## src/rtl/lexer_stream_if.sv

```systemverilog
// Byte-in / token-out handshake bundle for lexer_stream.
//   I_VALID/I_READY/I_DATA : ASCII source bytes into the lexer
//   O_VALID/O_READY/O_DATA : {tag[7:0], value[NUM_WIDTH-1:0]} tokens out
// slave  : the lexer side (consumes bytes, produces tokens)
// master : the producer/consumer side (testbench or upstream/downstream logic)
interface lexer_stream_if #(
  parameter int NUM_WIDTH = 8
);
  logic                   I_VALID;
  logic                   I_READY;
  logic [7:0]             I_DATA;
  logic                   O_VALID;
  logic                   O_READY;
  logic [8+NUM_WIDTH-1:0] O_DATA;

  modport slave (
    input  I_VALID, I_DATA, O_READY,
    output I_READY, O_VALID, O_DATA
  );

  modport master (
    output I_VALID, I_DATA, O_READY,
    input  I_READY, O_VALID, O_DATA
  );
endinterface

```

## src/rtl/lexer_stream.sv

```systemverilog
// Streaming lexer: ASCII bytes in, fixed-width {tag, value} tokens out through
// a first-word-fall-through token FIFO with backpressure.
// Ports:
//   CLK        rising-edge clock
//   RST_N      asynchronous active-low reset
//   bus        lexer_stream_if.slave (byte input and token output handshakes)
//   FOUND_EOF  sticky, set on the edge the EOF token is written
//
// state | meaning
// ------+---------------------------------------------------------------
// IDLE  | between tokens; letters/digits start a word/number
// WORD  | collecting letters/digits of a word (last 3 chars kept)
// NUM   | accumulating a decimal literal
// PEND  | terminator token held until the FIFO has room
// DONE  | end of stream seen; input closed until reset, FIFO drains
module lexer_stream #(
  parameter int NUM_WIDTH  = 8,
  parameter int FIFO_DEPTH = 4
) (
  input  logic          CLK,
  input  logic          RST_N,
  lexer_stream_if.slave bus,
  output logic          FOUND_EOF
);

  localparam int DW    = 8 + NUM_WIDTH;
  localparam int AW    = $clog2(FIFO_DEPTH);
  localparam int ACC_W = NUM_WIDTH + 4;
  localparam logic [ACC_W-1:0] NUM_MAX = ACC_W'((1 << NUM_WIDTH) - 1);

  localparam logic [7:0] TAG_NUM    = 8'h00;
  localparam logic [7:0] TAG_OUT    = 8'h01;
  localparam logic [7:0] TAG_VAR_A  = 8'h02;
  localparam logic [7:0] TAG_EQUAL  = 8'h03;
  localparam logic [7:0] TAG_VAR_B  = 8'h04;
  localparam logic [7:0] TAG_VAR_C  = 8'h05;
  localparam logic [7:0] TAG_IF     = 8'h06;
  localparam logic [7:0] TAG_LPAREN = 8'h07;
  localparam logic [7:0] TAG_RPAREN = 8'h08;
  localparam logic [7:0] TAG_PLUS   = 8'h09;
  localparam logic [7:0] TAG_MINUS  = 8'h0a;
  localparam logic [7:0] TAG_SEMI   = 8'h0b;
  localparam logic [7:0] TAG_EOF    = 8'h0c;
  localparam logic [7:0] TAG_ERROR  = 8'hff;

  typedef enum logic [2:0] {S_IDLE, S_WORD, S_NUM, S_PEND, S_DONE} state_t;

  state_t           state;
  logic [23:0]      word_buf;   // newest char in [7:0]
  logic [2:0]       word_len;   // saturates at 4 so long words never alias short ones
  logic [ACC_W-1:0] acc;
  logic             num_ovf;
  logic             num_bad;
  logic [7:0]       pend_tag;

  logic [DW-1:0]    mem [FIFO_DEPTH];
  logic [AW-1:0]    wr_ptr;
  logic [AW-1:0]    rd_ptr;
  logic [AW:0]      count;
  logic             full;
  logic             empty;
  logic             push;
  logic             pop;
  logic [DW-1:0]    push_data;

  logic [7:0]       in_byte;
  logic             is_ws, is_end, is_dig, is_let, is_punct, is_bad;
  logic [7:0]       punct_tag;
  logic [7:0]       term_tag;
  logic [7:0]       word_tag;
  logic [ACC_W-1:0] acc_next;
  logic [DW-1:0]    num_tok;
  logic             in_ready;
  logic             accept;

  function automatic logic [DW-1:0] tag_tok(input logic [7:0] tag);
    return {tag, {NUM_WIDTH{1'b0}}};
  endfunction

  assign in_byte = bus.I_DATA;
  assign is_ws   = (in_byte == 8'h09) || (in_byte == 8'h0a) ||
                   (in_byte == 8'h0d) || (in_byte == 8'h20);
  assign is_end  = (in_byte == 8'h00) || (in_byte == 8'hff);
  assign is_dig  = (in_byte >= 8'h30) && (in_byte <= 8'h39);
  assign is_let  = ((in_byte >= 8'h41) && (in_byte <= 8'h5a)) ||
                   ((in_byte >= 8'h61) && (in_byte <= 8'h7a));

  always_comb begin
    punct_tag = TAG_ERROR;
    is_punct  = 1'b1;
    case (in_byte)
      8'h28:   punct_tag = TAG_LPAREN;
      8'h29:   punct_tag = TAG_RPAREN;
      8'h3d:   punct_tag = TAG_EQUAL;
      8'h2b:   punct_tag = TAG_PLUS;
      8'h2d:   punct_tag = TAG_MINUS;
      8'h3b:   punct_tag = TAG_SEMI;
      default: is_punct  = 1'b0;
    endcase
  end

  assign is_bad   = !(is_ws || is_end || is_dig || is_let || is_punct);
  // Token a non-whitespace terminator leaves behind after the pending word/number.
  assign term_tag = is_end ? TAG_EOF : (is_punct ? punct_tag : TAG_ERROR);

  always_comb begin
    word_tag = TAG_ERROR;
    case (word_len)
      3'd1: begin
        case (word_buf[7:0])
          8'h61:   word_tag = TAG_VAR_A;
          8'h62:   word_tag = TAG_VAR_B;
          8'h63:   word_tag = TAG_VAR_C;
          default: word_tag = TAG_ERROR;
        endcase
      end
      3'd2: if (word_buf[15:0] == 16'h6966) word_tag = TAG_IF;
      3'd3: begin
        if (word_buf == 24'h6f7574)      word_tag = TAG_OUT;
        else if (word_buf == 24'h454f46) word_tag = TAG_EOF;
      end
      default: word_tag = TAG_ERROR;
    endcase
  end

  // Extra 4 bits hold acc*10+9 for any in-range acc, so the overflow compare is exact.
  assign acc_next = acc * ACC_W'(10) + ACC_W'(in_byte[3:0]);
  assign num_tok  = (num_ovf || num_bad) ? tag_tok(TAG_ERROR)
                                         : {TAG_NUM, acc[NUM_WIDTH-1:0]};

  assign full     = (count == (AW+1)'(FIFO_DEPTH));
  assign empty    = (count == '0);
  assign in_ready = RST_N && !full &&
                    ((state == S_IDLE) || (state == S_WORD) || (state == S_NUM));
  assign accept   = bus.I_VALID && in_ready;
  assign pop      = !empty && bus.O_READY;

  assign bus.I_READY = in_ready;
  assign bus.O_VALID = !empty;
  assign bus.O_DATA  = empty ? '0 : mem[rd_ptr];

  always_comb begin
    push      = 1'b0;
    push_data = '0;
    case (state)
      S_IDLE: begin
        if (accept) begin
          if (is_end) begin
            push      = 1'b1;
            push_data = tag_tok(TAG_EOF);
          end else if (is_punct || is_bad) begin
            push      = 1'b1;
            push_data = tag_tok(term_tag);
          end
        end
      end
      S_WORD: begin
        if (accept && !(is_let || is_dig)) begin
          push      = 1'b1;
          push_data = tag_tok(word_tag);
        end
      end
      S_NUM: begin
        if (accept && !(is_let || is_dig)) begin
          push      = 1'b1;
          push_data = num_tok;
        end
      end
      S_PEND: begin
        if (!full) begin
          push      = 1'b1;
          push_data = tag_tok(pend_tag);
        end
      end
      default: begin
        push      = 1'b0;
        push_data = '0;
      end
    endcase
  end

  always_ff @(posedge CLK or negedge RST_N) begin
    if (!RST_N) begin
      state     <= S_IDLE;
      word_buf  <= '0;
      word_len  <= '0;
      acc       <= '0;
      num_ovf   <= 1'b0;
      num_bad   <= 1'b0;
      pend_tag  <= '0;
      FOUND_EOF <= 1'b0;
    end else begin
      unique case (state)
        S_IDLE: begin
          if (accept) begin
            if (is_let) begin
              state    <= S_WORD;
              word_buf <= {16'h0000, in_byte};
              word_len <= 3'd1;
            end else if (is_dig) begin
              state   <= S_NUM;
              acc     <= ACC_W'(in_byte[3:0]);
              num_ovf <= 1'b0;
              num_bad <= 1'b0;
            end else if (is_end) begin
              state     <= S_DONE;
              FOUND_EOF <= 1'b1;
            end
          end
        end
        S_WORD: begin
          if (accept) begin
            if (is_let || is_dig) begin
              word_buf <= {word_buf[15:0], in_byte};
              word_len <= (word_len == 3'd4) ? 3'd4 : word_len + 3'd1;
            end else if (word_tag == TAG_EOF) begin
              // The "EOF" word closes the stream; its terminator is consumed.
              state     <= S_DONE;
              FOUND_EOF <= 1'b1;
            end else if (is_ws) begin
              state <= S_IDLE;
            end else begin
              state    <= S_PEND;
              pend_tag <= term_tag;
            end
          end
        end
        S_NUM: begin
          if (accept) begin
            if (is_dig) begin
              acc <= acc_next;
              if (acc_next > NUM_MAX) num_ovf <= 1'b1;
            end else if (is_let) begin
              num_bad <= 1'b1;
            end else if (is_ws) begin
              state <= S_IDLE;
            end else begin
              state    <= S_PEND;
              pend_tag <= term_tag;
            end
          end
        end
        S_PEND: begin
          if (!full) begin
            if (pend_tag == TAG_EOF) begin
              state     <= S_DONE;
              FOUND_EOF <= 1'b1;
            end else begin
              state <= S_IDLE;
            end
          end
        end
        S_DONE:  state <= S_DONE;
        default: state <= S_IDLE;
      endcase
    end
  end

  always_ff @(posedge CLK or negedge RST_N) begin
    if (!RST_N) begin
      wr_ptr <= '0;
      rd_ptr <= '0;
      count  <= '0;
    end else begin
      if (push) wr_ptr <= wr_ptr + AW'(1);
      if (pop)  rd_ptr <= rd_ptr + AW'(1);
      case ({push, pop})
        2'b10:   count <= count + (AW+1)'(1);
        2'b01:   count <= count - (AW+1)'(1);
        default: count <= count;
      endcase
    end
  end

  // Storage needs no reset: O_DATA is forced to zero while the FIFO is empty.
  always_ff @(posedge CLK) begin
    if (push) mem[wr_ptr] <= push_data;
  end

endmodule
```

## src/flat_wrapper.sv

```systemverilog
// flat-port wrapper written by rule: the top's interface ports become plain ports
module lexer_stream_flat 
#(
  parameter int NUM_WIDTH  = 8,
  parameter int FIFO_DEPTH = 4
)
  (CLK, RST_N, FOUND_EOF, bus_I_VALID, bus_I_DATA, bus_O_READY, bus_I_READY, bus_O_VALID, bus_O_DATA);
  lexer_stream_if #(.NUM_WIDTH(NUM_WIDTH)) bus_i ();
  input  logic CLK;
  input  logic RST_N;
  output logic FOUND_EOF;
  input wire logic [$bits(bus_i.I_VALID)-1:0] bus_I_VALID;
  input wire logic [$bits(bus_i.I_DATA)-1:0] bus_I_DATA;
  input wire logic [$bits(bus_i.O_READY)-1:0] bus_O_READY;
  output wire logic [$bits(bus_i.I_READY)-1:0] bus_I_READY;
  output wire logic [$bits(bus_i.O_VALID)-1:0] bus_O_VALID;
  output wire logic [$bits(bus_i.O_DATA)-1:0] bus_O_DATA;
  assign bus_i.I_VALID = bus_I_VALID;
  assign bus_i.I_DATA = bus_I_DATA;
  assign bus_i.O_READY = bus_O_READY;
  assign bus_I_READY = bus_i.I_READY;
  assign bus_O_VALID = bus_i.O_VALID;
  assign bus_O_DATA = bus_i.O_DATA;
  lexer_stream #(.NUM_WIDTH(NUM_WIDTH), .FIFO_DEPTH(FIFO_DEPTH)) u_core (.CLK(CLK), .RST_N(RST_N), .bus(bus_i), .FOUND_EOF(FOUND_EOF));
endmodule
```

## config.mk

```make
export PLATFORM = sky130hd
export DESIGN_NAME = lexer_stream_flat
export DESIGN_NICKNAME = d
export VERILOG_FILES = /design/src/rtl/lexer_stream_if.sv /design/src/rtl/lexer_stream.sv /design/src/flat_wrapper.sv
export SDC_FILE = /design/constraint.sdc
export NUM_CORES = 1
export LEC_CHECK = 0
export ABC_CLOCK_PERIOD_IN_PS = 4950
export CORE_MARGIN = 3
export CORE_UTILIZATION = 65
export CTS_CLUSTER_SIZE = 12
export DETAILED_ROUTE_END_ITERATION = 8
export PLACE_DENSITY = 0.88
export SYNTH_ARGS = -nofsm -noshare
export SYNTH_HDL_FRONTEND = slang
export SYNTH_SLANG_ARGS = --single-unit
export TNS_END_PERCENT = 50
```

## constraint.sdc

```tcl
create_clock -name CLK -period 4.95 [get_ports CLK]
set_clock_uncertainty 0.1 [all_clocks]
set_input_delay 0.99 -clock CLK [delete_from_list [all_inputs] [get_ports CLK]]
set_output_delay 0.99 -clock CLK [all_outputs]
set_load 0.01 [all_outputs]
```

# ---- Word level (Yosys, flattened, before mapping)
# Memories as Yosys holds them, arrays and structs flattened.
# Cells that the tools add are included.
dict set report word_totals {
  regBits 60
  latch_bits 0
  ram_bits 64
  romBits 0
  input_bits 12
  out_inout_bits 19
  word_cells 206
  memories 1
}
# name depth width rd rd_ports_with_merged_regs write_ports line_no
set memory_table {}
lappend memory_table {u_core.mem 4 16 1 0 1 lexer_stream.sv:56} ;# logic [DW-1:0] mem [FIFO_DEPTH];
dict set report op_classes {
  n_addsub 6
  mul 1
  div_mod_pow 0
  n_lt_le_gt_ge 7
  n_eq_ne 50
  shifts 0
  muxes 87
  n_bitwise 0
  reduce_logical 43
}
# cell n
set op_table {}
lappend op_table {{$mux W16} 8}
lappend op_table {{$mux W24} 4}
lappend op_table {{$mux W8} 12}
lappend op_table {{$pmux W16 S4} 1}
lappend op_table {{$mux W12} 5}
lappend op_table {{$eq A8 B6 Y1 const B} 7}
lappend op_table {{$mux W3} 17}
lappend op_table {{$eq A24 B23 Y1 const B} 2}
lappend op_table {{$pmux W24 S2} 1}
lappend op_table {{$pmux W8 S3} 2}
lappend op_table {{$pmux W8 S6} 1}
lappend op_table {{$eq A8 B4 Y1 const B} 5}
lappend op_table {{$mux W1} 26}
lappend op_table {{$eq A8 B7 Y1 const B} 3}
lappend op_table {{$pmux W12 S2} 1}
lappend op_table {{$reduce_and A7 Y1} 3}
lappend op_table {{$ne A2 B2 Y1 const B} 10}
lappend op_table {{$ne A2 B1 Y1 const B} 9}
lappend op_table {{$eq A16 B15 Y1 const B} 1}
lappend op_table {{$ge A8 B7 Y1 const B} 2}
lappend op_table {{$le A8 B7 Y1 const B} 2}
lappend op_table {{$pmux W8 S2} 1}
lappend op_table {{$pmux W3 S5} 1}
lappend op_table {{$logic_or A1 B1 Y1} 14}
lappend op_table {{other kinds (31)} 56}

# ---- Depth between registers and ports, before layout
# Gate-level depths: netlist of the first run.
dict set report depth {
  ltp_word 16
  ltp_mapped 15
  mapped_depth_nobuf 13
}

# ---- Worst setup path before layout of the first run
# OpenSTA, ideal clock, no wires.
dict set report synth_path {
  path_type {input-to-reg}
  from {input port bus_I_DATA[5]}
  to {register u_core.count[2]}
  t_arrival_ns 3.859
  required_ns 4.771
  setup_slack_ns 0.912
  cell_stages 15
  path_cell_list {buf_4 > or3b_1 > a2111o_1 > nand2_2 > and4bb_4 > o21bai_4 > or3_4 > buf_6 > inv_1 > ha_1 > inv_1 > fa_1 > xor2_1 > nor2_1 > xor2_1}
}
dict set report synth_via {
  elab_chain_cells 16
}
# item line_no
set synth_rtl {}
lappend synth_rtl {{start: declaration} flat_wrapper.sv:13} ;# input wire logic [$bits(bus_i.I_DATA)-1:0] bus_I_DATA;
lappend synth_rtl {{branches (longest 13 deep; another with $ge A8 B6 Y1)} n/a}
lappend synth_rtl {{$pmux W1 S3 (*)} lexer_stream.sv:145} ;# case (state)
lappend synth_rtl {{$eq A2 B1 Y1 or $eq A2 B2 Y1 (tied branches)} lexer_stream.sv:267} ;# case ({push, pop})
lappend synth_rtl {{$pmux W3 S2 or $reduce_bool A2 Y1 (tied branches)} n/a}
lappend synth_rtl {{end signal: assignment} lexer_stream.sv:268} ;# 2'b10: count <= count + (AW+1)'(1);
lappend synth_rtl {{end signal: assignment} lexer_stream.sv:269} ;# 2'b01: count <= count - (AW+1)'(1);
lappend synth_rtl {{end signal: assignment} lexer_stream.sv:270} ;# default: count <= count;
lappend synth_rtl {{end: declaration} lexer_stream.sv:59} ;# logic [AW:0] count;
# Every way passes the cells marked *.
# A chain may end at the register's enable or synchronous reset.

# ---- Worst setup path after layout of the first run
dict set report layout_path {
  from {input port bus_I_DATA[3]}
  to {register u_core.count[2]}
}
# Same word-level chain as after synthesis.

==> impl_results.md, run 1 <==
* Status: finished, final reports clean
* Share of cells above drive strength 1 at 10.2%
* DRC at 0
* Endpoint class of the critical path: flop
* Yosys top cell by area: edfxtp_1
* Final setup vio count at 0
* Syn Inst Count at 535
* Syn_area_per_cell at 11.1 µm²
* Hold_sp: u_core.word_buf[18]
* Routed vias/inst at 6.31
* Setup TNS at 0 ns
* Layout Nets at 596
* Setup bufs post-CTS at 0
* Synth cell types at 70
* Clk sinks at 108
* Maxcap violations at 0
* PD cells at 515 mW/mm²
* Placed cell area at 0.00628 mm²
* Detailed Route WL at 11900 µm
* Worst Hold Class: flop to flop
* Min cycle time layout at 4.33 ns
* Port Buffers at 30
* Final hold vios at 0
* Inserted Diodes at 0
* Period utilisation layout at 87.5%
* Top cell type's share of synthesized area at 26.3%
* CTS tree: built
* Initial antenna violation count at 0
* Cell area after synthesis at 0.00594 mm²
* Post-synth ARST share at 51.9%
* Largest net degree at the start of global routing at 48
* Worst Tran Pin Value at 0.882 ns
* Quantity of hold-fixing buffers added after cts at 0
* Synthesized flop and latch total at 108
* Vias in the first global route at 4249
* Commonest cells after routing, fill and taps aside: nand2_1 (73), dfrtp_1 (56), edfxtp_1 (52)
* Antenna Nets Post-Route at 0
* Die Width at 102 µm
* Initial detailed-routing violation count at 495
* Peak fanout along the critical path at 10
* Post_cts resized at 0
* Routed wire per std cell at 17.9 µm
* Setup CP Type: input pin to flop
* Seq/Total Area, Yosys at 49.9%
* EDFF count, synth at 52
* Core Box Area at 0.00881 mm²
* GPL Wtd Cong at 0.944
* Max H-tree Level at 3
* CP Launch Type: input pin
* HPWL Detailed at 8500 µm
* Cts bufs inserted at 9
* Ys Warns at 0
* Max VDD drop at 0.000371 V
* Total via count in the routed design at 4202
* Final Cell Area at 0.00649 mm²
* Die area at 0.0103 mm²
* Primary FF master, synth: dfrtp_1
* Slew HR at 41.2%
* Layout area overhead at 9.23%
* Gr usage total at 25.2%
* Drt first pass iters at 5
* Commonest non-fill, non-tap cell in the layout: nand2_1
* Io pins at 31
* Clock Tree Root: clkbuf_8
* Leak pwr at 2.57 nW
* Clock Latency Late Sink at 0.37 ns
* Unrepaired setup endpoints after global routing: no
* Syn_nets at 578
* Final slew viol count at 0
* Max Root-Sink Buffers at 2
* Site row count at 34
* Fmax at 231 MHz
* Die H at 102 µm
* First-pass GRT wire length at 20400 µm
* Clock-pin slew on the worst setup and hold paths at 0.11 ns
* Top cells by area, synth: edfxtp_1 (26%), dfrtp_1 (24%), ha_1 (5.9%)
* Total gr overflow at 0
* Critical Path AT at 4.54 ns
* Required time of the critical path at 5.16 ns
* RR Startpoint: u_core.acc[1]
* Initial core utilization at 67.4%
* Critical Path Source: bus_I_DATA[3]
* # fillers at 582
## final cells by class
cell class / count / area, µm² / area share [%]
clock inverters: 7 / 83.8 / 1.29
flip-flops and latches: 108 / 2960 / 45.7
repair buffers: 36 / 340 / 5.25
well taps: 108 / 135 / 2.08
inverters: 15 / 56.3 / 0.868
clock buffers: 9 / 124 / 1.91
multi-input cells: 383 / 2780 / 42.9
## cells by family (layout without fill, tap and decap cells)
group | count (synthesis) | count (layout) | share of synthesized area, %
flops | 108 | 108 | 49.9
simple gates | 200 | 200 | 17.7
mux | 28 | 28 | 7.77
compound gates | 100 | 100 | 10.9
xor+xnor | 24 | 24 | 3.54
fa+ha+maj | 31 | 31 | 6.91
buf+inv | 44 | 67 | 3.31
## per-layer routing
| metal | up-vias | wire [µm] | track usage, % |
|---|---|---|---|
| met4 | 0 | 214 | 7.36 |
| met3 | 26 | 695 | 4.41 |
| met2 | 161 | 5780 | 42.2 |
| met5 | - | 0 | 0 |
| met1 | 2018 | 5260 | 34.1 |
| li1 | 1997 | - | - |
## synthesized netlist by cell type, types with 7 or more instances
cell type,number
edfxtp_1,52
mux2_2,11
nor3_1,10
nand4_1,7
ha_1,28
and2_1,27
o21ai_0,37
mux4_2,13
nor2_1,26
dfrtp_1,56
clkbuf_1,21
inv_1,15
xor2_1,11
nand2_1,73
xnor2_1,13
nand3_1,9
a21oi_1,21
## path summary, 6_finish.rpt
| path | to | slack (ns) | depth (start not counted) |
|---|---|---|---|
| hold / removal | u_core.word_buf[18] | 0.40 | 2 |
| min in group asynchronous | u_core.state[0] | 0.45 | 1 |
| setup / recovery | u_core.count[2] | 0.62 | 14 |
| setup reg to reg | u_core.num_ovf | 1.65 | 9 |
| max in group asynchronous | u_core.count[1] | 3.43 | 2 |
| hold reg to reg | u_core.word_buf[18] | 0.40 | 2 |
## stage by stage
step                power [mW]  instances  setup WS [ns]  hold slack (ns)  util, %
floorplan                 2.33        535          0.912            0.341        -
global placement          2.72        650          0.370            0.354     71.3
detailed placement        2.80        650          0.267            0.368     71.3
CTS                       3.35        666          0.641            0.393     73.7
global route              3.58        666          0.316            0.417     73.7
finish                    3.34        666          0.618            0.396     73.7
## power breakdown
part           switching [mW]  internal, mW  leakage [nW]
combinational           0.678         0.700          1.27
clock                   0.306         0.242         0.102
sequential              0.248          1.16          1.20
## worst max-delay path: stages
cell and delay (ns):
clkdlybuf4s50_1 0.58, or3b_1 0.43, a2111o_1 0.42, nand2_2 0.12
and4bb_4 0.22, o21bai_4 0.18, or3_4 0.44, inv_1 0.08
ha_1 0.17, inv_1 0.07, fa_1 0.43, xor2_1 0.15
nor2_1 0.11, xor2_1 0.14
## registers in the layout, indices dropped and copies added, names as in the netlist, 2 cells and up
signal,count
u_core.word_buf,24
u_core.rd_ptr,2
u_core.acc,11
u_core.mem,52
u_core.count,3
u_core.state,3
u_core.pend_tag,5
u_core.wr_ptr,2
u_core.word_len,3
(Power assumes the default switching activity.)
==> run 2: changes to the inputs <==
--- a/config.mk
+++ b/config.mk
@@ -10,7 +10,8 @@
 export CORE_UTILIZATION = 65
 export CTS_CLUSTER_SIZE = 12
 export DETAILED_ROUTE_END_ITERATION = 8
-export PLACE_DENSITY = 0.88
+export DONT_BUFFER_PORTS = 1
+export PLACE_DENSITY = 0.84
 export SYNTH_ARGS = -nofsm -noshare
 export SYNTH_HDL_FRONTEND = slang
 export SYNTH_SLANG_ARGS = --single-unit
==> impl_results.md, run 2 (synthesis gave the netlist of run 1 again) <==
* Status: finished, final reports clean
* Initial core utilization at 67.4% (unchanged)
* Top reg by flops: u_core.mem
* Antenna Nets Post-Route at 0 (unchanged)
* Unrepaired setup endpoints after global routing: no
* Post_cts resized at 0 (unchanged)
* Period utilisation layout at 76.4% (-11 points)
* Peak fanout along the critical path at 12 (+2)
* Max VDD drop at 0.000313 V (-16%)
* Commonest cells after routing, fill and taps aside: nand2_1 (73), dfrtp_1 (56), edfxtp_1 (52)
* Quantity of hold-fixing buffers added after cts at 0 (unchanged)
* Total via count in the routed design at 4005 (-4.7%)
* DRC at 0 (unchanged)
* Fmax at 265 MHz (+15%)
* CP delay by family, top: simple AND/OR/NAND/NOR gates
* Routed vias/inst at 6.35 (+0.60%)
* PD cells at 501 mW/mm² (-2.6%)
* Largest net degree at the start of global routing at 60 (+25%)
* Setup bufs post-CTS at 0 (unchanged)
* Layout Nets at 561 (-5.9%)
* Slew HR at 42.5% (+1.4 points)
* Fin util at 69.7% (-4.0 points)
* CP Launch Type: input pin
* Min cycle time layout at 3.78 ns (-0.552 ns)
* HPWL Detailed at 8330 µm (-2.1%)
* Cts bufs inserted at 9 (unchanged)
* Final hold vios at 0 (unchanged)
* Slowest-stage cell, CP: or4_1
* Commonest non-fill, non-tap cell in the layout: nand2_1
* Clock Latency Late Sink at 0.37 ns (about the same)
* Initial antenna violation count at 0 (unchanged)
* Io pins at 31 (unchanged)
* Cell Chain, Critical Path: or3_1 > or4_1 > nand2_2 > and4bb_4 > o21bai_4 > or3_4 > inv_1 > ha_1 > inv_1 > fa_1 > xor2_1 > nor2_1 > xor2_1
* Leak pwr at 2.42 nW (-5.8%)
* Clock Tree Root: clkbuf_8
* Drt first pass iters at 5 (unchanged)
* Routed wire per std cell at 18.3 µm (+1.9%)
* GPL Wtd Cong at 0.938 (-0.68%)
* Setup TNS at 0 ns (unchanged)
* Port Buffers at 0 (-100%)
* Maxcap violations at 0 (unchanged)
* Stages on the worst setup path at 13 (-1)
* Buf/Inv on CP at 2 (-1)
* Required time of the critical path at 5.14 ns (-0.02 ns)
* Share of cells above drive strength 1 at 9.75% (-0.46 points)
* # fillers at 624 (+7.2%)
* Setup CP Type: input pin to flop
* CP max stage delay at 0.46 ns (-0.12 ns)
* Layout area overhead at 3.31%
* Initial detailed-routing violation count at 368 (-26%)
* Worst Tran Pin Value at 0.862 ns (-0.0204 ns)
* CTS tree: built
* Clock-pin slew on the worst setup and hold paths at 0.11 ns (about the same)
* Endpoint class of the critical path: flop
* Detailed Route WL at 11500 µm (-3.4%)
* Vias in the first global route at 3855 (-9.3%)
* Reg2reg setup slack at 1.58 ns (-0.07 ns)
* Die Width at 102 µm (unchanged)
* First-pass GRT wire length at 18800 µm (-7.9%)
* Regs by FF count: u_core.mem: 52 flops, u_core.word_buf: 24 flops, u_core.acc: 11 flops
* Total gr overflow at 0 (unchanged)
* Clk sinks at 108 (unchanged)
* Final slew viol count at 0 (unchanged)
* Max Root-Sink Buffers at 2 (unchanged)
* Worst-case reg-to-reg path depth at 12 (+3)
* Site row count at 34 (unchanged)
* Inserted Diodes at 0 (unchanged)
* Core Box Area at 0.00881 mm² (unchanged)
* Die area at 0.0103 mm² (unchanged)
* Final setup vio count at 0 (unchanged)
* Critical Path AT at 3.97 ns (-0.57 ns)
* Number of flip-flops in the largest register at 52 (unchanged)
* Max H-tree Level at 3 (unchanged)
* Worst Hold Class: input pin to async pin
* Gr usage total at 23.1% (-2.1 points)
* Die H at 102 µm (unchanged)
* Hold WS at 0.202 ns (-0.194 ns)
[run 2: path summary, 6_finish.rpt]
| check | startpoint | to |
|---|---|---|
| min in group CLK | u_core.word_buf[18] | u_core.word_buf[18] |
| worst min-delay path | RST_N | u_core.word_buf[13] |
| max in group asynchronous | RST_N | u_core.FOUND_EOF |
| worst max-delay path | bus_I_DATA[4] | u_core.count[2] |
| worst max register to register | u_core.state[1] | u_core.count[2] |
| worst min register to register | u_core.word_buf[18] | u_core.word_buf[18] |
[run 2: per-stage QoR]
stage	power, mW	instances	area (µm²)	worst slack (ns)
after floorplan	2.33	535	5940	0.912
after global placement	2.50	615	5950	0.919
after detailed placement	2.57	615	5950	0.783
after CTS	3.07	631	6130	1.19
after global routing	3.27	631	6130	0.995
final	3.07	631	6130	1.17
[run 2: power by group]
part           total [mW]  internal (mW)  leakage, nW  switching, mW
clock               0.516          0.196       0.0943          0.321
combinational        1.14          0.514         1.13          0.627
sequential           1.42           1.16         1.20          0.253
total                3.07           1.87         2.42           1.20
[run 2: layout make-up]
type	instances	area, µm²	area share (%)
sequential	108	2960	48.3
multi-input combinational	383	2780	45.4
tap	108	135	2.20
clock buffer	9	124	2.02
clock inverter	7	65.1	1.06
inverter	15	56.3	0.918
timing repair buffer	1	7.51	0.122
[run 2: layer usage]
layer | global-route usage, % | vias to the layer above | wire length, µm
met4 | 6.44 | 0 | 152
met2 | 37.2 | 131 | 5500
li1 | - | 1921 | -
met5 | 0 | - | 0
met1 | 32.9 | 1933 | 5210
met3 | 3.93 | 20 | 682
